File: src/rtl/wb_master.sv
// -----------------------------------------------------------------------------
// wb_master
// Wishbone classic single-transfer initiator for the PWM/timer register port.
// Accepts one read/write command at a time on a valid/ready command port, runs
// the bus cycle, and returns read data (or a timeout error) on a valid/ready
// response port.
//
// Ports
//   i_wb_clk, i_wb_rst        clock (rising edge), async active-high reset
//   i_cmd_valid/o_cmd_ready   command handshake; ready only while IDLE
//   i_cmd_we/adr/data         command: 1 = write, target address, write data
//   o_rsp_valid/i_rsp_ready   response handshake
//   o_rsp_data, o_rsp_err     read data (0 for writes/errors), timeout flag
//   o_wb_cyc/stb/we/adr/data  Wishbone initiator outputs
//   i_wb_data, i_wb_ack       Wishbone slave read data and acknowledge
// -----------------------------------------------------------------------------
module wb_master #(
    parameter int adr_width = 16,
    parameter int mem_width = 16,
    parameter int timeout   = 16,
    parameter int cnt_width = 8
) (
    input  logic                 i_wb_clk,
    input  logic                 i_wb_rst,
    input  logic                 i_cmd_valid,
    output logic                 o_cmd_ready,
    input  logic                 i_cmd_we,
    input  logic [adr_width-1:0] i_cmd_adr,
    input  logic [mem_width-1:0] i_cmd_data,
    output logic                 o_rsp_valid,
    input  logic                 i_rsp_ready,
    output logic [mem_width-1:0] o_rsp_data,
    output logic                 o_rsp_err,
    output logic                 o_wb_cyc,
    output logic                 o_wb_stb,
    output logic                 o_wb_we,
    output logic [adr_width-1:0] o_wb_adr,
    output logic [mem_width-1:0] o_wb_data,
    input  logic [mem_width-1:0] i_wb_data,
    input  logic                 i_wb_ack
);

    localparam logic [1:0] IDLE = 2'd0;
    localparam logic [1:0] BUS  = 2'd1;
    localparam logic [1:0] RESP = 2'd2;

    // Last counter value before abort: cyc stays high exactly 'timeout' cycles.
    localparam logic [cnt_width-1:0] CNT_LAST = cnt_width'(timeout - 1);

    logic [1:0]           state;
    logic [cnt_width-1:0] cnt;

    // Decoded straight from the state register, so it reads 1 during reset.
    assign o_cmd_ready = (state == IDLE);

    always_ff @(posedge i_wb_clk or posedge i_wb_rst) begin
        if (i_wb_rst) begin
            state       <= IDLE;
            cnt         <= '0;
            o_wb_cyc    <= 1'b0;
            o_wb_stb    <= 1'b0;
            o_wb_we     <= 1'b0;
            o_wb_adr    <= '0;
            o_wb_data   <= '0;
            o_rsp_valid <= 1'b0;
            o_rsp_data  <= '0;
            o_rsp_err   <= 1'b0;
        end else begin
            case (state)
                IDLE: begin
                    if (i_cmd_valid) begin
                        o_wb_we   <= i_cmd_we;
                        o_wb_adr  <= i_cmd_adr;
                        o_wb_data <= i_cmd_data;
                        o_wb_cyc  <= 1'b1;
                        o_wb_stb  <= 1'b1;
                        cnt       <= '0;
                        state     <= BUS;
                    end
                end
                BUS: begin
                    // Ack is checked first so it beats a simultaneous timeout.
                    if (i_wb_ack) begin
                        o_wb_cyc    <= 1'b0;
                        o_wb_stb    <= 1'b0;
                        o_wb_we     <= 1'b0;
                        o_rsp_valid <= 1'b1;
                        o_rsp_err   <= 1'b0;
                        o_rsp_data  <= o_wb_we ? '0 : i_wb_data;
                        state       <= RESP;
                    end else if (cnt == CNT_LAST) begin
                        o_wb_cyc    <= 1'b0;
                        o_wb_stb    <= 1'b0;
                        o_wb_we     <= 1'b0;
                        o_rsp_valid <= 1'b1;
                        o_rsp_err   <= 1'b1;
                        o_rsp_data  <= '0;
                        state       <= RESP;
                    end else begin
                        cnt <= cnt + 1'b1;
                    end
                end
                RESP: begin
                    if (i_rsp_ready) begin
                        o_rsp_valid <= 1'b0;
                        state       <= IDLE;
                    end
                end
                default: state <= IDLE;
            endcase
        end
    end

endmodule

File: config.mk
export PLATFORM = sky130hd
export DESIGN_NAME = wb_master
export DESIGN_NICKNAME = d
export VERILOG_FILES = /design/src/rtl/wb_master.sv
export SDC_FILE = /design/constraint.sdc
export NUM_CORES = 1
export LEC_CHECK = 0
export ABC_CLOCK_PERIOD_IN_PS = 2500
export CORE_MARGIN = 2
export CORE_UTILIZATION = 30
export DETAILED_ROUTE_END_ITERATION = 6
export SETUP_SLACK_MARGIN = 0.05
export SKIP_CTS_REPAIR_TIMING = 1
export SLEW_MARGIN = 20
export SYNTH_ARGS = -nofsm -noshare
export SYNTH_HDL_FRONTEND = slang
export SYNTH_SLANG_ARGS = --single-unit
export TNS_END_PERCENT = 20
File: constraint.sdc
create_clock -name i_wb_clk -period 2.5 [get_ports i_wb_clk]
set_input_delay 0.5 -clock i_wb_clk [delete_from_list [all_inputs] [get_ports i_wb_clk]]
set_output_delay 0.5 -clock i_wb_clk [all_outputs]
set_load 0.05 [all_outputs]
# Yosys cells after proc, flatten, opt, wreduce, memory -nomap -nowiden
# Cells that the tools add are included.
dict set report word_totals {
  ff_bits 62
  latchBits 0
  ram_bits 0
  mem_bits_ro 0
  input_bits 54
  out_inout_bits 54
  mem_count 0
}
dict set report classes {
  add_sub_neg 1
  n_mul 0
  n_div 0
  n_lt_le_gt_ge 0
  eq_ne 8
  shift 0
  muxes 23
  bitwise_logic 0
  n_reduce_logical 10
}
# operator count
set ops {}
lappend ops {{16-bit two-way mux} 3}
lappend ops {{8-bit two-way mux} 3}
lappend ops {{8-bit case mux with 2 select lines} 1}
lappend ops {{3-bit AND reduction} 3}
lappend ops {{8-bit by 1-bit adder with 8-bit output (second input constant)} 1}
lappend ops {{8-bit by 4-bit equality test with 1-bit output (second input constant)} 1}
lappend ops {{1-bit two-way mux} 8}
lappend ops {{2-bit two-way mux} 4}
lappend ops {{2-bit inequality test (second input constant)} 4}
lappend ops {{1-bit case mux with 2 select lines} 3}
lappend ops {{2-bit case mux with 3 select lines} 1}
lappend ops {{2-bit nonzero test} 3}
lappend ops {{2-bit AND reduction} 2}
lappend ops {{4-bit AND reduction} 1}
lappend ops {{3-bit inequality test (second input constant)} 1}
lappend ops {{2-bit by 1-bit equality test with 1-bit output (second input constant)} 1}
lappend ops {{2-bit equality test (second input constant)} 1}
lappend ops {{2-bit logical NOT} 1}

# Longest topological paths before layout
# Gate-level depths: netlist of run 1.
dict set report depth {
  word_depth 4
  ltp_mapped 6
  depth_no_buf 4
}

# Worst setup path before layout of run 1
# Ideal clock, no wire load.
dict set report synth_path {
  path_type {reg-to-output}
  start {register state[0]}
  end {output port o_cmd_ready}
  t_arrival_ns 1.151
  setup_slack_ns 0.849
  stages_incl_launch_ff 3
  n_path_buf 1
  cell_sequence {dfrtp_1 -> buf_4 -> nor2_1}
}
dict set report synth_between {
  elab_chain_len 1
}
# element line_no
set synth_rtl {}
lappend synth_rtl {{start, declared} 50} ;# logic [1:0] state;
lappend synth_rtl {{start signal, assigned} 58} ;# state <= IDLE;
lappend synth_rtl {{start signal, assigned} 78} ;# state <= BUS;
lappend synth_rtl {{start signal, assigned} 90} ;# state <= RESP;
lappend synth_rtl {{2-bit logical NOT} 54} ;# assign o_cmd_ready = (state == IDLE);
lappend synth_rtl {{end, declared} 26} ;# output logic o_cmd_ready,
# Every way passes these cells.

# Worst setup path in the final report of run 1
# Same ends and word-level chain as after synthesis.

==> results.yml, run 1 <==
status:
  status: "complete, no violations"
detailed_routing:
  drtIter0Drc: 120
  vias: 2219
  routed_wl_um: 6710
  drt_first_pass_iters: 4
  post_drt_wl_per_cell_um: 13.7
  ant_nets: 0
  drc: 0
  viasPerCell: 4.52
cts:
  cts_max_level: 3
  insertion_delay_ps: 330
  cts.path.max_buffers: 2
  tritoncts: "yes"
  path_clk_slew_ps: 70
  cts_root_buf: "clkbuf_8"
  numCtsBuffers: 9
  clock_sinks: 62
pwr:
  p_comb_frac: 0.558
  p_leak_nw: 1.85
  peakVddDrop_v: 0.000573
  share_seq_of_total_power: 0.287
  switching_share: 0.473
  power.share.clock: 0.156
  powerDensity_nw_per_um2: 1480
  p_switching_mw: 2.86
  power.internal_mw: 3.19
floorplanning:
  fp.coreArea_sq_um: 8680
  io_pins: 108
  row_count: 34
  dieArea_sq_um: 9680
  die_y_um: 98.4
  die_x_um: 98.4
  start_util: 0.308
synth:
  yosysSeqAreaShare: 0.580
  synth_area_sq_um: 2670
  yosysWarnings: 0
  synth_fp_nets: 323
  syn_avg_cell_area_sq_um: 9.98
  yosysUniqueCellTypes: 37
  yosys.area.top_type_share: 0.580
  synth-edff-count: 0
  synth_largest_area_cell: "dfrtp_1"
  syn-instance-count: 268
  async_flop_share: 1.00
  synth_ff_type: "dfrtp_1"
  synth_seq_cells: 62
  ys_top_cells_by_area: "dfrtp_1, nand2_1, a221o_1"
setup_path:
  critPathCaptureType: "output port"
  critPathMaxFanout: 9
  required_ps: 2000
  worst-setup-path-type: "flip-flop to output port"
  start_kind: "flip-flop"
  worstPathArrival_ps: 1780
sta:
  hold_viol: 0
  slew_headroom: 0.311
  fin_setup_tns_ps: 0
  min_period_over_period: 0.912
  fin_worst_skew_ps: 10.7
  rsz0062_at_grt: "no"
  fin_crit_ps: 2280
  setup_violations: 0
  fmax_ghz: 0.439
  finalMaxSlewViolations: 0
  tightest_slew_ps: 1030
global_route:
  grt_max_degree: 37
  grt_usage: 0.145
  grt_pass1_wl_um: 11300
  grt_pass1_vias: 2303
  antenna_found_initial: 0
  overflow: 0
hold_path:
  hp-class: "flip-flop to flip-flop"
cells_and_area:
  layout_commonest_cell: "clkdlybuf4s50_1"
  multi_input_area_sq_um: 1010
  fin_nets: 433
  final_cell_mix: "clkdlybuf4s50_1, nand2_1, dfrtp_1, and2_1, a221o_1"
  drive_above_1_share: 0.0836
  n_fill_cell: 841
  diodes: 0
  seq_area_sq_um: 1550
  area_growth_pct: 52.9
  final_util: 0.471
place:
  dp_hpwl_um: 4770
  port_buffers: 107
  gp_congestion: 0.826
run:
  max-cap-violations: 0
==> power by group through the flow <==
stage	logic (mW)	clock network [mW]	registers, mW
CTS	3.42	0.978	1.74
finish	3.38	0.943	1.73
detailed placement	3.42	0	1.74
global route	3.58	1.02	1.81
global placement	3.39	0	1.74
floorplan	0.944	0	3.05
==> sequential cells by signal (all words and copies together) (netlist names) <==
| name | flops |
|---|---|
| o_rsp_err | 1 |
| state | 2 |
| o_wb_stb | 1 |
| o_wb_we | 1 |
| o_wb_data | 16 |
| cnt | 8 |
| o_wb_adr | 16 |
| o_rsp_valid | 1 |
| o_rsp_data | 16 |
==> layout make-up <==
| class | count | share of cell area |
|---|---|---|
| Inverter | 6 | 0.00551 |
| Tap cell | 108 | 0.0331 |
| Multi-Input combinational cell | 183 | 0.247 |
| Timing Repair Buffer | 116 | 0.282 |
| Clock inverter | 3 | 0.00979 |
| Sequential cell | 62 | 0.380 |
| Clock buffer | 13 | 0.0438 |
==> metrics by stage <==
stage | instance area (sq um) | total power [mW] | hold WS, ps | setup slack (ps) | std cells
2_1_floorplan | 2670 | 4.00 | 470 | 459 | 268
3_3_place_gp | 3870 | 5.13 | 458 | 333 | 475
3_5_place_dp | 3870 | 5.16 | 462 | 282 | 475
4_1_cts | 4090 | 6.14 | 477 | 191 | 491
5_1_grt | 4090 | 6.41 | 504 | 106 | 491
6_report | 4090 | 6.05 | 471 | 220 | 491
==> kinds of logic (layout without fill, tap and decap cells) <==
kind of cell / after synthesis / after routing / synth area share
buffers and inverters: 23 / 138 / 0.0449
AO/OA/AOI/OAI: 33 / 33 / 0.101
AND/OR/NAND/NOR: 144 / 144 / 0.250
adder cells (fa/ha/maj): 1 / 1 / 0.00468
multiplexers: 5 / 5 / 0.0192
flip-flops: 62 / 62 / 0.580
==> worst paths after layout <==
| kind | slack [ps] | end | depth (start not counted) | startpoint |
|---|---|---|---|---|
| hold reg to reg | 470 | o_wb_adr[0] | 2 | o_wb_adr[0] |
| setup reg to reg | 580 | o_rsp_data[8] | 3 | state[1] |
| setup / recovery | 220 | o_cmd_ready | 2 | state[0] |
| max in group asynchronous | 1650 | o_wb_adr[8] | 3 | i_wb_rst |
| min in group asynchronous | 530 | o_wb_adr[7] | 3 | i_wb_rst |
| hold / removal | 470 | o_wb_adr[0] | 2 | o_wb_adr[0] |
==> worst max-delay path, stage by stage, from the launching register on <==
cell and delay [ps]:
dfrtp_1 490, nor2_1 140, clkdlybuf4s50_1 830
==> synthesized netlist by cell type, types with 3 or more instances <==
library cell and count:
nand2_1 104, dfrtp_1 62, a221o_1 15, and2_1 15, buf_2 6, inv_1 6
clkbuf_1 5, mux2i_1 4, nand3_1 4, o21ai_0 4, a21oi_1 3, buf_4 3
nand4b_1 3, nor2_1 3, o211ai_1 3
==> layer usage <==
layer  global-route usage  vias up  routed length (um)
met4               0.0695        0                 109
met2                0.236       54                3230
met5                    0        -                   0
met1                0.186     1044                3080
met3               0.0293        7                 284
li1                     -     1114                   -
(Power assumes the default switching activity.)
==> run 2: changes to the inputs <==
--- a/config.mk
+++ b/config.mk
@@ -6,9 +6,12 @@
 export NUM_CORES = 1
 export LEC_CHECK = 0
 export ABC_CLOCK_PERIOD_IN_PS = 2500
+export CAP_MARGIN = 20
 export CORE_MARGIN = 2
-export CORE_UTILIZATION = 30
+export CORE_UTILIZATION = 43
 export DETAILED_ROUTE_END_ITERATION = 6
+export GPL_ROUTABILITY_DRIVEN = 0
+export PLACE_DENSITY = 0.8
 export SETUP_SLACK_MARGIN = 0.05
 export SKIP_CTS_REPAIR_TIMING = 1
 export SLEW_MARGIN = 20
==> results.yml, run 2 (synthesis gave the netlist of run 1 again) <==
status:
  status: "complete, no violations"
place:
  pre_cts_ws_ps: 323
  dp_hpwl_um: 4830
  port_buffers: 107
cells_and_area:
  n_fill_cell: 487
  multi_input_area_sq_um: 1010
  drive_above_1_share: 0.0812
  final_cell_mix: "clkdlybuf4s50_1, nand2_1, dfrtp_1, and2_1, a221o_1"
  area_growth_pct: 51.2
  seq_area_sq_um: 1550
  largest_registers: "o_rsp_data (16), o_wb_adr (16), o_wb_data (16)"
  fin_nets: 432
  layout_commonest_cell: "clkdlybuf4s50_1"
  diodes: 0
sta:
  rsz0062_at_grt: "no"
  slew_headroom: 0.321
  fin_setup_tns_ps: 0
  hold_viol: 0
  fin_crit_ps: 2300
  min_period_over_period: 0.921
  finalMaxSlewViolations: 0
  tightest_slew_ps: 1010
  fin_ws_ps: 198
  setup_violations: 0
  fmax_ghz: 0.434
  fin_worst_skew_ps: 8.45
floorplanning:
  io_pins: 108
  dieArea_sq_um: 6860
  fp.coreArea_sq_um: 5960
  start_util: 0.449
  die_y_um: 82.9
  die_x_um: 82.9
  row_count: 28
hold_path:
  hp-class: "flip-flop to flip-flop"
global_route:
  grt_max_degree: 40
  grt_pass1_wl_um: 11400
  grt_usage: 0.203
  grt_pass1_vias: 2349
  antenna_found_initial: 0
  overflow: 0
setup_path:
  critPathMaxFanout: 9
  critPathCaptureType: "output port"
  worst-setup-path-type: "flip-flop to output port"
  worstPathArrival_ps: 1800
  start_kind: "flip-flop"
  required_ps: 2000
detailed_routing:
  drc: 0
  post_drt_wl_per_cell_um: 14.7
  drt_first_pass_iters: 4
  ant_nets: 0
  routed_wl_um: 6720
  viasPerCell: 5.07
  drtIter0Drc: 185
  vias: 2319
pwr:
  p_leak_nw: 1.84
  powerDensity_nw_per_um2: 1510
  peakVddDrop_v: 0.000727
cts:
  cts.path.max_buffers: 2
  clock_sinks: 62
  path_clk_slew_ps: 70
  tritoncts: "yes"
  numCtsBuffers: 9
  insertion_delay_ps: 330
  cts_root_buf: "clkbuf_8"
  cts_max_level: 3
run:
  max-cap-violations: 0
[run 2: changes by cell type in the layout (fill, tap and decap cells not counted), sizes merged]
cell	change
clkbuf	-3
clkinvlp	+2
buf	-1
bufinv	+1
[run 2: final timing paths]
| kind | depth (start not counted) | to | slack [ps] | startpoint |
|---|---|---|---|---|
| max in group asynchronous | 3 | o_wb_data[12] | 1400 | i_wb_rst |
| hold / removal | 2 | o_wb_data[9] | 470 | o_wb_data[9] |
| hold reg to reg | 2 | o_wb_data[9] | 470 | o_wb_data[9] |
| min in group asynchronous | 2 | o_wb_adr[2] | 520 | i_wb_rst |
| setup reg to reg | 3 | o_rsp_data[5] | 550 | state[1] |
| setup / recovery | 2 | o_cmd_ready | 200 | state[1] |
[run 2: worst max-delay path, cell delays in order (launching register included)]
cell             delay (ps)
dfrtp_1                 510
nor2_1                  140
clkdlybuf4s50_1         830
[run 2: layer usage]
layer | share of wire | GRT usage | up-vias
met3 | 0.041 | 0.0338 | 7
met2 | 0.52 | 0.341 | 66
met4 | 0.015 | 0.0790 | 0
li1 | - | - | 1113
met5 | 0 | 0 | -
met1 | 0.43 | 0.264 | 1133
[run 2: cell type report]
type,instances,area share
Inverter,6,0.00557
Tap cell,75,0.0232
Timing Repair Buffer,115,0.283
Multi-Input combinational cell,183,0.249
Clock inverter,6,0.0210
Clock buffer,10,0.0340
Sequential cell,62,0.384
[run 2: where the power goes]
group,switching (mW),internal [mW]
registers,0.306,1.43
logic,2.21,1.19
clock network,0.387,0.585
[run 2: through the flow]
stage	instance area (sq um)	utilization	hold slack, ps	total power, mW	cells
2_1_floorplan	2670	-	470	4.00	268
3_3_place_gp	3820	0.641	456	5.09	441
3_5_place_dp	3820	0.641	462	5.17	441
4_1_cts	4040	0.679	477	6.15	457
5_1_grt	4040	0.679	503	6.42	457
6_report	4040	0.679	474	6.11	457
==> run 3: changes to the inputs <==
--- a/config.mk
+++ b/config.mk
@@ -8,10 +8,10 @@
 export ABC_CLOCK_PERIOD_IN_PS = 2500
 export CAP_MARGIN = 20
 export CORE_MARGIN = 2
-export CORE_UTILIZATION = 43
+export CORE_UTILIZATION = 40
 export DETAILED_ROUTE_END_ITERATION = 6
 export GPL_ROUTABILITY_DRIVEN = 0
-export PLACE_DENSITY = 0.8
+export PLACE_DENSITY = 0.76
 export SETUP_SLACK_MARGIN = 0.05
 export SKIP_CTS_REPAIR_TIMING = 1
 export SLEW_MARGIN = 20
==> results.yml, run 3 (synthesis gave the netlist of run 1 again) <==
status:
  status: "complete, no violations"
cells_and_area:
  seq_area_sq_um: 1550
  diodes: 0
  final_cell_mix: "clkdlybuf4s50_1, nand2_1, dfrtp_1, and2_1, a221o_1"
  final_util: 0.629
  area_growth_pct: 51.1
  fin_nets: 432
  layout_commonest_cell: "clkdlybuf4s50_1"
  n_fill_cell: 519
  finalNonFillerCells: 459
  largest_registers: "o_rsp_data (16), o_wb_adr (16), o_wb_data (16)"
  final_area_sq_um: 4040
  drive_above_1_share: 0.0733
  multi_input_area_sq_um: 1010
floorplanning:
  dieArea_sq_um: 7350
  die_y_um: 85.8
  io_pins: 108
  fp.coreArea_sq_um: 6420
  die_x_um: 85.8
  row_count: 29
  start_util: 0.416
cts:
  path_clk_slew_ps: 60
  cts_max_level: 3
  clock_sinks: 62
  cts.path.max_buffers: 2
  numCtsBuffers: 9
  tritoncts: "yes"
  cts_root_buf: "clkbuf_8"
  insertion_delay_ps: 340
pwr:
  fin_total_pwr_mw: 6.08
  p_leak_nw: 1.83
  powerDensity_nw_per_um2: 1500
  peakVddDrop_v: 0.000768
setup_path:
  start_kind: "flip-flop"
  required_ps: 2000
  worstPathArrival_ps: 1770
  critPathMaxFanout: 9
  r2r_cells: 5
  critPathCaptureType: "output port"
  worst-setup-path-type: "flip-flop to output port"
global_route:
  grt_pass1_wl_um: 10700
  antenna_found_initial: 0
  grt_usage: 0.190
  top_usage_layer: "met2"
  met3_usage: 0.0423
  grt_use_met2: 0.295
  grt_max_degree: 32
  overflow: 0
  grt_pass1_vias: 2243
  use_met1: 0.249
sta:
  fmax_ghz: 0.440
  hold_viol: 0
  tightest_slew_ps: 949
  finalHoldWorstSlack_ps: 469
  setup_violations: 0
  fin_crit_ps: 2270
  fin_ws_ps: 227
  finalMaxSlewViolations: 0
  min_period_over_period: 0.909
  rsz0062_at_grt: "no"
  fin_setup_tns_ps: 0
  fin_worst_skew_ps: 8.92
  slew_headroom: 0.365
detailed_routing:
  drtIter0Drc: 112
  post_drt_wl_per_cell_um: 14.2
  ant_nets: 0
  drt_first_pass_iters: 6
  drc: 0
  viasPerCell: 4.95
  vias: 2270
  routed_wl_um: 6510
hold_path:
  holdPathStages: 2
  hp-class: "flip-flop to flip-flop"
place:
  place_area_sq_um: 3820
  pre_cts_ws_ps: 165
  port_buffers: 107
  dp_hpwl_um: 4700
  placedCellCount: 443
run:
  max-cap-violations: 0
[run 3: cell count changes in the layout (fill, tap and decap cells not counted)]
| cell | delta |
|---|---|
| clkinv_2 | -2 |
| clkbuf_1 | +3 |
| clkinvlp_4 | -1 |
[run 3: area by class of cell]
cell class | count | area share
repair buffers | 115 | 0.283
multi-input cells | 183 | 0.250
inverters | 6 | 0.00558
flip-flops and latches | 62 | 0.384
clock inverters | 3 | 0.0167
clock buffers | 13 | 0.0369
well taps | 77 | 0.0239
[run 3: power by group]
group	internal [mW]	switching (mW)	total, mW	leakage [nW]
sequential	1.43	0.307	1.74	0.751
combinational	1.19	2.19	3.38	0.979
clock	0.590	0.371	0.961	0.104
total	3.21	2.86	6.08	1.83
[run 3: per-layer routing]
layer / share of wire / wire length, um / vias to the layer above
met4: 0.022 / 142 / 0
met2: 0.49 / 3180 / 71
met1: 0.44 / 2840 / 1071
li1: - / - / 1118
met3: 0.052 / 339 / 10
met5: 0 / 0 / -
[run 3: path summary, 6_finish.rpt]
path	from	endpoint	slack, ps
setup reg to reg	cnt[0]	o_rsp_data[7]	630
max in group asynchronous	i_wb_rst	cnt[3]	1420
hold / removal	o_wb_adr[5]	o_wb_adr[5]	470
setup / recovery	state[0]	o_cmd_ready	230
min in group asynchronous	i_wb_rst	o_wb_data[6]	530
hold reg to reg	o_wb_adr[5]	o_wb_adr[5]	470
[run 3: worst max-delay path, cell delays in order (launching register included)]
cell and delay, ps:
dfrtp_1 480, nor2_1 140, clkdlybuf4s50_1 830
